--- config.mk ---
export PLATFORM = sky130hd
export DESIGN_NAME = oam_dma_controller
export DESIGN_NICKNAME = d
export VERILOG_FILES = /design/src/rtl/oam_dma_controller_pkg.sv /design/src/rtl/oam_dma_controller.sv
export SDC_FILE = /design/constraint.sdc
export NUM_CORES = 1
export LEC_CHECK = 0
export CELL_PAD_IN_SITES_DETAIL_PLACEMENT = 1
export CELL_PAD_IN_SITES_GLOBAL_PLACEMENT = 1
export CORE_ASPECT_RATIO = 0.8
export CORE_MARGIN = 2
export CORE_UTILIZATION = 26
export CTS_CLUSTER_SIZE = 16
export DETAILED_ROUTE_END_ITERATION = 16
export GPL_ROUTABILITY_DRIVEN = 1
export PLACE_DENSITY_LB_ADDON = 0.1
export SLEW_MARGIN = 20
export SYNTH_ARGS = -nofsm -noshare
export SYNTH_HDL_FRONTEND = slang
export SYNTH_SLANG_ARGS = --single-unit
--- constraint.sdc ---
create_clock -name clock -period 1.75 [get_ports clock]
set_input_delay 0.35 -clock clock [delete_from_list [all_inputs] [get_ports clock]]
set_output_delay 0.35 -clock clock [all_outputs]
set_load 0.005 [all_outputs]
--- src/rtl/oam_dma_controller_pkg.sv ---
// Shared CPU-side definitions used by the sprite DMA engine.
//   dma_state_t  : OAM DMA sequencer states
//   OAMDMA_ADDR  : CPU register that starts a sprite DMA ($4014)
//   OAMDATA_ADDR : PPU OAM data port that receives the copied bytes ($2004)
package oam_dma_controller_pkg;

  typedef enum logic [2:0] {
    DMA_IDLE,
    DMA_HALT,
    DMA_ALIGN,
    DMA_READ,
    DMA_WRITE
  } dma_state_t;

  localparam logic [15:0] OAMDMA_ADDR  = 16'h4014;
  localparam logic [15:0] OAMDATA_ADDR = 16'h2004;

endpackage

--- src/rtl/oam_dma_controller.sv ---
// Sprite DMA engine. A CPU write to $4014 stalls the CPU, then the engine
// copies 256 bytes from page {data,8'h00} into OAMDATA ($2004) using
// alternating read/write bus cycles. While dma_bus_own is high the CPU-level
// mux routes dma_addr/dma_r_en/dma_w_data to memory instead of the CPU bus.
//
// Ports:
//   clock, reset_n   : clock, asynchronous active-low reset
//   clock_en         : CPU-cycle enable; all state advances only when high
//   cpu_addr/cpu_r_en/cpu_w_data : CPU-side bus request (trigger detection)
//   mem_r_data       : registered memory read data (valid during WRITE)
//   dma_bus_own      : bus mux select, 1 = DMA drives the bus
//   dma_addr/dma_r_en/dma_w_data : DMA bus request
//   cpu_stall        : freezes the CPU while the transfer runs
//   dma_done         : one-cycle pulse after the last OAM write
module oam_dma_controller
  import oam_dma_controller_pkg::*;
(
  input  logic        clock,
  input  logic        reset_n,
  input  logic        clock_en,
  input  logic [15:0] cpu_addr,
  input  logic        cpu_r_en,
  input  logic [7:0]  cpu_w_data,
  input  logic [7:0]  mem_r_data,
  output logic        dma_bus_own,
  output logic [15:0] dma_addr,
  output logic        dma_r_en,
  output logic [7:0]  dma_w_data,
  output logic        cpu_stall,
  output logic        dma_done
);

  dma_state_t state, state_nxt;
  logic       put_cycle;
  logic [7:0] page;
  logic [7:0] index;
  logic       trigger;
  logic       last_write;

  // Only IDLE listens for $4014; outside IDLE the CPU is stalled anyway.
  assign trigger    = clock_en && (state == DMA_IDLE) &&
                      (cpu_addr == OAMDMA_ADDR) && !cpu_r_en;
  assign last_write = (state == DMA_WRITE) && (index == 8'hFF);

  always_ff @(posedge clock or negedge reset_n) begin
    if (!reset_n) begin
      state     <= DMA_IDLE;
      put_cycle <= 1'b0;
      page      <= 8'h00;
      index     <= 8'h00;
      dma_done  <= 1'b0;
    end else if (clock_en) begin
      state     <= state_nxt;
      put_cycle <= ~put_cycle;
      dma_done  <= last_write;
      if (trigger) begin
        page  <= cpu_w_data;
        index <= 8'h00;
      end else if (state == DMA_WRITE) begin
        index <= index + 8'h01;   // FF->00 wrap ends the transfer
      end
    end
  end

  always_comb begin
    state_nxt = state;
    case (state)
      DMA_IDLE:  if (trigger) state_nxt = DMA_HALT;
      // Parity has already toggled since the trigger: put_cycle==1 here
      // means the trigger was a get cycle, so the next cycle is a get cycle.
      DMA_HALT:  state_nxt = put_cycle ? DMA_READ : DMA_ALIGN;
      DMA_ALIGN: state_nxt = DMA_READ;
      DMA_READ:  state_nxt = DMA_WRITE;
      DMA_WRITE: state_nxt = last_write ? DMA_IDLE : DMA_READ;
      default:   state_nxt = DMA_IDLE;
    endcase
  end

  always_comb begin
    dma_bus_own = 1'b1;
    cpu_stall   = 1'b1;
    dma_addr    = {page, index};
    dma_r_en    = 1'b1;
    dma_w_data  = 8'h00;
    case (state)
      DMA_IDLE: begin
        dma_bus_own = 1'b0;
        cpu_stall   = 1'b0;
        dma_addr    = 16'h0000;
      end
      DMA_WRITE: begin
        dma_addr   = OAMDATA_ADDR;
        dma_r_en   = 1'b0;
        dma_w_data = mem_r_data;  // byte latched by memory at the READ edge
      end
      default: ;                  // HALT/ALIGN/READ: (dummy) read of {page,index}
    endcase
  end

endmodule

# ---- Word-level counts from Yosys, hierarchy flattened
# Cells that the tools add are included.
dict set report word_totals {
  reg_bits 21
  in_bits 36
  output_inout_bits 28
  elab_cells 34
}
dict set report op_classes {
  n_addsub 1
  eq_ne 7
  mux 10
  bitwise 1
  reduce_logical 10
}
# operator count
set op_table {}
lappend op_table {{16-bit one-hot mux with 2 select lines} 1}
lappend op_table {{8-bit two-way mux} 3}
lappend op_table {{16-bit by 15-bit equality test with 1-bit output, second input constant} 1}
lappend op_table {{3-bit one-hot mux with 5 select lines} 1}
lappend op_table {{8-bit by 1-bit adder with 8-bit output, second input constant} 1}
lappend op_table {{8-bit equality test, second input constant} 1}
lappend op_table {{3-bit by 2-bit equality test with 1-bit output, second input constant} 2}
lappend op_table {{2-bit AND reduction} 3}
lappend op_table {{1-bit logical AND} 4}
lappend op_table {{3-bit by 1-bit equality test with 1-bit output, second input constant} 1}
lappend op_table {{3-bit equality test, second input constant} 1}
lappend op_table {{3-bit zero test} 1}
lappend op_table {{1-bit two-way mux} 3}
lappend op_table {{3-bit two-way mux} 1}
lappend op_table {{2-bit two-way mux} 1}
lappend op_table {{2-bit inequality test, second input constant} 1}
lappend op_table {{2-bit nonzero test} 1}
lappend op_table {{1-bit zero test} 1}
lappend op_table {{1-bit NOT} 1}

# ---- Longest topological paths before layout
# Gate-level depths: netlist of run 1.
dict set report logic_depth {
  ltp_word 6
  ltp_mapped 6
  mapped_depth_nobuf 5
}

# ---- Worst setup path before layout of run 1
# OpenSTA, ideal clock, no wires.
dict set report synth_path {
  path_type {register to register}
  from {register state[1]}
  to {register page[4]}
  setup_ns 0.125
  arrival_time_ns 1.678
  required_ns 1.625
  setup_slack_ns -0.053
  stages_incl_launch_ff 7
  path_buffers 2
  synth_period_minus_slack_ns 1.803
  cell_sequence {dfrtp_1 buf_6 or3_4 nand4b_4 nor2_8 buf_8 mux2_4}
}
dict set report synth_via {
  elab_chain_len 5
}
# element line_no
set synth_lines {}
lappend synth_lines {{start, declared} oam_dma_controller.sv:33} ;# dma_state_t state, state_nxt;
lappend synth_lines {{start signal, assigned} oam_dma_controller.sv:53} ;# state <= state_nxt;
lappend synth_lines {{3-bit zero test} oam_dma_controller.sv:41} ;# assign trigger = clock_en && (state == DMA_IDLE) &&
lappend synth_lines {{1-bit logical AND (2 in a row)} oam_dma_controller.sv:41}
lappend synth_lines {{1-bit logical AND} oam_dma_controller.sv:42} ;# (cpu_addr == OAMDMA_ADDR) && !cpu_r_en;
lappend synth_lines {{2-bit AND reduction (no source line)} n/a}
lappend synth_lines {{end signal, assigned} oam_dma_controller.sv:57} ;# page <= cpu_w_data;
lappend synth_lines {{end, declared} oam_dma_controller.sv:35} ;# logic [7:0] page;
# Every way passes these cells.
# A chain may end at the register's enable or synchronous reset.

# ---- Worst setup path in the final report of run 1
dict set report layout_path {
  from {register state[0]}
  to {register page[5]}
}
# The elaborated chain is that of the path after synthesis.

==> run metrics, run 1 <==
run status=complete, but fails checks; failing checks=setup timing; via count=1277; final instance area=2290 sq um; wire length per cell=15.8 microns; Setup-failing EPs final=33; area fraction in and, or, nand and nor cells after synthesis=28.8%; clock power share=13.4%; min cycle time layout=1950 ps; DRC viols=0; max-cap viol count=0; Synth area leaders=dfrtp_1, nor2b_1, mux2_4, and3_1, nand2_1; YS warnings=0; Startpoint Class=flop; worst-margin pin slew=422 ps; vias in the first global route=1339; initial antenna violation count=0; Routed Antenna Nets=0; Fin Clk Skew=1.78 ps; placed instance count=252; CTS Hold Bufs=0; most frequent cells after synthesis=dfrtp_1, nor2b_1, nand2_1; Via-to-Cell Ratio=4.68; post-synthesis mux area share=10.2%; Bufs on Longest Clock Path=2; first-pass GRT wire length=6.53 mm; Async S/R FF share, synth=100%; WP data required=1900 ps; syn_nets=160; syn avg cell area=10.1 sq um; Cell variety after synth=34; Tot Pwr=0.00243 W; sw frac=33.9%; largest family of logic cells by synthesized area=simple AND/OR/NAND/NOR gates; fmax=512 MHz; count leader, synth=dfrtp_1; Worst Path Max Fanout=5; Setup CP Type=reg2reg; Yosys top cell area share=42.5%; Die Span Y=65.7 microns; switching power=0.000823 W; post-route non-filler standard cell count=273; Core ar.=4570 sq um; Sink Count=21; initial core utilization=27.1%; GPL Wtd Cong=0.786; Power Density=1060 nW/um^2; number of flops mapped to enable cells by yosys=0; Synth Cell Area=1240 sq um; Synth Area in Adders=1.01%; Final Util=50.1%; maximum VDD drop=0.000478 V; gr usage total=16.0%; Synth Instances=123; Final Hold Fails=0; area grow syn2layout=85.3%; diode count=0; Top FF cell, synth=dfrtp_1; Flop pwr share=27.2%; relative slew slack=71.6%; post-place setup slack=-392 ps; Starting DRT DRC Count=56; RSZ-0062 raised after global routing=true; synthesis-stage register bit count=21; Leak=1.13 nW; I/O pin total=64; Yosys top cell by area=dfrtp_1; Root Buffer=clkbuf_8; cts bufs inserted=3; CTS tree=built; layout cell share with drive strength beyond 1=42.7%; die area=5330 sq um; Slew Limit Fails=0; Reg2Reg Depth=5; H-Tree Depth=1; final WL=4.31 mm; Logic pwr share=59.5%; Crit. End Element=flop; post-DP HPWL=2.88 mm; Rows=22; Clock Latency Late Sink=260 ps; WP data arrival=2100 ps; Synth Area in XOR/XNOR=4.25%; drt first pass iters=4; Setup WS post-layout=-203 ps; clock transition at the registers of the reported paths=80 ps; period utilization=112%; IO buf count=63; complex-gate fraction of the synthesized area=7.29%; largest net degree at the start of global routing=22; die width=81.1 microns; Hold Crit Class=in2async; grt ovf=0; fin nets=251; sequential fraction of the synthesis area=42.5%; Post-DP Area=2010 sq um; internal power=0.00160 W
-- cell usage in the layout (no fill, tap or decap), types with 3 or more instances in the layout --
cell type        count
and3_1               3
mux2_4               8
dlymetal6s2s_1       3
nor2_1               6
o22ai_1              3
inv_1                5
nor2b_1              8
nand2_1              9
clkdlybuf4s50_1     36
buf_6               20
buf_2                3
and3_4               5
clkbuf_8             3
clkbuf_2            16
nor3_1               3
nor2_4               3
nor2b_2              4
dfrtp_1             21
buf_4               12
xnor2_1              4
-- worst paths after layout --
path                       slack, ps   endpoint       from
max                             -200    page[5]   state[0]
max reg2reg                     -200    page[5]   state[0]
min                              430   index[0]    reset_n
min in group clock               470  put_cycle  put_cycle
max in group asynchronous       1090   index[2]    reset_n
min reg2reg                      470  put_cycle  put_cycle
-- power by group through the flow --
stage | clock network (W) | registers, W | logic (W)
final | 0.000324 | 0.000660 | 0.00144
after global routing | 0.000356 | 0.000675 | 0.00156
after CTS | 0.000340 | 0.000646 | 0.00116
after detailed placement | 0 | 0.000651 | 0.000910
after global placement | 0 | 0.000646 | 0.000887
after floorplan | 0 | 0.000640 | 0.000427
-- area by class of cell --
type,instances,area [sq um]
clock buffer,3,41.3
clock inverter,1,5.00
fill,532,2280
inverter,5,18.8
multi-input combinational,90,754
sequential,21,526
tap,60,75.1
timing repair buffer,93,871
-- layer usage --
metal / up-vias / track usage, % / wire length [microns]
met1: 632 / 20.5 / 1830
li1: 603 / - / -
met4: 0 / 2.54 / 18
met5: - / 0 / 0
met3: 2 / 3.57 / 229
met2: 40 / 27.8 / 2230
-- worst max-delay path: stages, from the launching register on --
cell and delay (ps):
dfrtp_1 440, buf_6 140, or3_4 400, nand4b_4 270, nor2_4 270, mux2_4 330
-- logic make-up (layout without fill, tap and decap cells) --
kind of cell,Yosys count,count (layout)
mux,10,10
simple gates,58,59
xor+xnor,6,6
flops,21,21
fa+ha+maj,1,1
buf+inv,13,102
compound gates,14,14
-- what timing repair did --
action,in CTS,in global routing
pin swaps,4,3
resized for setup,47,89
setup endpoints to repair,36,44
endpoints found under the hold margin,0,0
setup buffers,9,5
gates cloned,3,0
-- sequential cells by signal, indices dropped and copies added, names as in the netlist --
signal,cells
index,8
page,8
state,3
dma_done,1
put_cycle,1
-- through the flow --
step	hold WS, ps	setup TNS (ps)
5_1_grt	484	-5480
6_report	431	-3020
2_1_floorplan	54.4	-87.7
3_3_place_gp	455	-5040
4_1_cts	446	-4780
3_5_place_dp	461	-5280
(Power assumes the default switching activity.)
==> run 2: changes to the inputs <==
--- a/config.mk
+++ b/config.mk
@@ -7,14 +7,13 @@
 export LEC_CHECK = 0
 export CELL_PAD_IN_SITES_DETAIL_PLACEMENT = 1
 export CELL_PAD_IN_SITES_GLOBAL_PLACEMENT = 1
-export CORE_ASPECT_RATIO = 0.8
 export CORE_MARGIN = 2
 export CORE_UTILIZATION = 26
 export CTS_CLUSTER_SIZE = 16
 export DETAILED_ROUTE_END_ITERATION = 16
 export GPL_ROUTABILITY_DRIVEN = 1
 export PLACE_DENSITY_LB_ADDON = 0.1
-export SLEW_MARGIN = 20
+export SLEW_MARGIN = 10
 export SYNTH_ARGS = -nofsm -noshare
 export SYNTH_HDL_FRONTEND = slang
 export SYNTH_SLANG_ARGS = --single-unit
==> run metrics, run 2 (synthesis gave the netlist of run 1 again) <==
run status=complete, but fails checks; failing checks=setup timing; Worst Path Max Fanout=4 (-1); first-pass GRT wire length=7.04 mm (+7.9%); I/O pin total=64 (unchanged); Final Hold Fails=0 (unchanged); Setup CP Type=reg2reg; via count=1276 (-0.078%); post-place setup slack=-376 ps (+15.6 ps); post-DP HPWL=3.25 mm (+13%); Final Util=49.0% (-1.2 points); gr usage total=17.3% (+1.3 points); Die Span Y=73.0 microns (+11%); Core ar.=4660 sq um (+2.0%); fmax=525 MHz (+2.5%); layout cell share with drive strength beyond 1=39.0% (-3.8 points); maximum VDD drop=0.000321 V (-33%); fin nets=251 (unchanged); Power Density=1010 nW/um^2 (-4.6%); Routed Antenna Nets=0 (unchanged); H-Tree Depth=1 (unchanged); DRC viols=0 (unchanged); sw frac=34.2% (+0.28 points); commonest non-fill, non-tap cell in the layout=clkdlybuf4s50_1; Clock Latency Late Sink=260 ps (about the same); Setup-failing EPs final=30 (-9.1%); initial antenna violation count=0 (unchanged); switching power=0.000789 W (-4.2%); Sink Count=21 (unchanged); internal power=0.00152 W (-5.4%); diode count=0 (unchanged); grt ovf=0 (unchanged); CTS tree=built; Tot Pwr=0.00231 W (-5.0%); clock power share=13.9% (+0.5 points); Setup WS post-layout=-155 ps (+47.8 ps); die width=73.0 microns (-10%); Fin Clk Skew=6.45 ps (+4.67 ps); worst-margin pin slew=358 ps (-64.1 ps); most frequent cells in the layout=clkdlybuf4s50_1, dfrtp_1, buf_4; cts bufs inserted=3 (unchanged); max-cap viol count=0 (unchanged); GPL Wtd Cong=0.768 (-2.3%); Via-to-Cell Ratio=4.78 (+2.2%); Leak=1.13 nW (+0.66%); clock transition at the registers of the reported paths=80 ps (about the same); Root Buffer=clkbuf_8; Rows=25 (+14%); Slew Limit Fails=0 (unchanged); final instance area=2280 sq um (-0.38%); wire length per cell=16.5 microns (+4.3%); relative slew slack=75.9% (+4.3 points); Hold Crit Class=in2async; Top Registers=index (8), page (8), state (3); die area=5320 sq um (about the same); RSZ-0062 raised after global routing=true; Startpoint Class=flop; WP data arrival=2060 ps (-40 ps); period utilization=109% (-2.7 points); vias in the first global route=1379 (+3.0%); drt first pass iters=4 (unchanged); min cycle time layout=1910 ps (-47.8 ps); initial core utilization=26.5% (-0.53 points); Crit. End Element=flop; WP data required=1900 ps (about the same); CP max stage delay=430 ps (about the same); critical path, cell by cell=or3_4, buf_6, nand4b_4, nor2_4, mux2_4; final WL=4.39 mm (+2.0%); area grow syn2layout=84.6%; CP max stage cell=dfrtp_1; Starting DRT DRC Count=33 (-41%); Bufs on Longest Clock Path=2 (unchanged); Filler Cells Inserted=529 (-0.56%); Flop pwr share=28.3% (+1.1 points); largest net degree at the start of global routing=22 (unchanged); Post-DP Area=2020 sq um (+0.75%); Logic pwr share=57.7% (-1.8 points); IO buf count=63 (unchanged)
-- run 2: cell types whose count changed in the layout (fill, tap and decap cells not counted), moves of 3 or more --
cell             before  now
dlygate4sd2_1         0    3
clkbuf_2             16    5
buf_4                12   18
clkdlybuf4s15_1       0    3
buf_2                 3    8
nor2b_1               8   12
buf_6                20   16
-- run 2: per-stage QoR --
stage | std cells | setup TNS (ps) | hold WS [ps]
final | 267 | -2350 | 442
after global routing | 267 | -4750 | 463
after CTS | 263 | -2870 | 446
after detailed placement | 249 | -6100 | 468
after global placement | 249 | -5450 | 458
after floorplan | 123 | -87.7 | 54.4
-- run 2: per-layer routing --
metal / global-route usage (%) / routed length, microns
met1: 21.8 / 1870
met2: 31.8 / 2320
met3: 2.07 / 179
met4: 3.09 / 29
met5: 0 / 0
-- run 2: path summary, 6_finish.rpt --
path | from | to | slack, ps | depth (start not counted)
worst min register to register | put_cycle | put_cycle | 500 | 1
worst max-delay path | state[0] | page[4] | -160 | 5
min in group clock | put_cycle | put_cycle | 500 | 1
worst min-delay path | reset_n | index[1] | 440 | 2
worst max register to register | state[0] | page[4] | -160 | 5
max in group asynchronous | reset_n | page[2] | 1080 | 2
-- run 2: final cells by class --
class                   instances  area [sq um]  share of cell area (%)
well taps                      54          67.6                    2.96
inverters                       5          18.8                   0.822
flip-flops and latches         21           526                    23.0
multi-input cells              90           771                    33.8
repair buffers                 93           855                    37.4
clock buffers                   4          45.0                    1.97
-- run 2: repair_timing --
action,4_1_cts,5_1_grt
hold buffers,0,0
gates cloned,2,0
endpoints found under the setup margin,37,42
pin swaps,7,7
gates resized for setup,83,44
setup buffers,8,7
-- run 2: worst max-delay path: cells and delay by family (launching register included) --
family | cells | cell delay (ps)
and+or+nand+nor | 3 | 920
muxes | 1 | 320
buffers and inverters | 1 | 130
DFF | 1 | 430
-- run 2: power groups by stage --
stage | combinational (W) | clock, W | sequential (W)
5_1_grt | 0.00144 | 0.000354 | 0.000671
2_1_floorplan | 0.000427 | 0 | 0.000640
3_5_place_dp | 0.000956 | 0 | 0.000651
3_3_place_gp | 0.000910 | 0 | 0.000646
4_1_cts | 0.00118 | 0.000335 | 0.000654
6_report | 0.00133 | 0.000321 | 0.000654
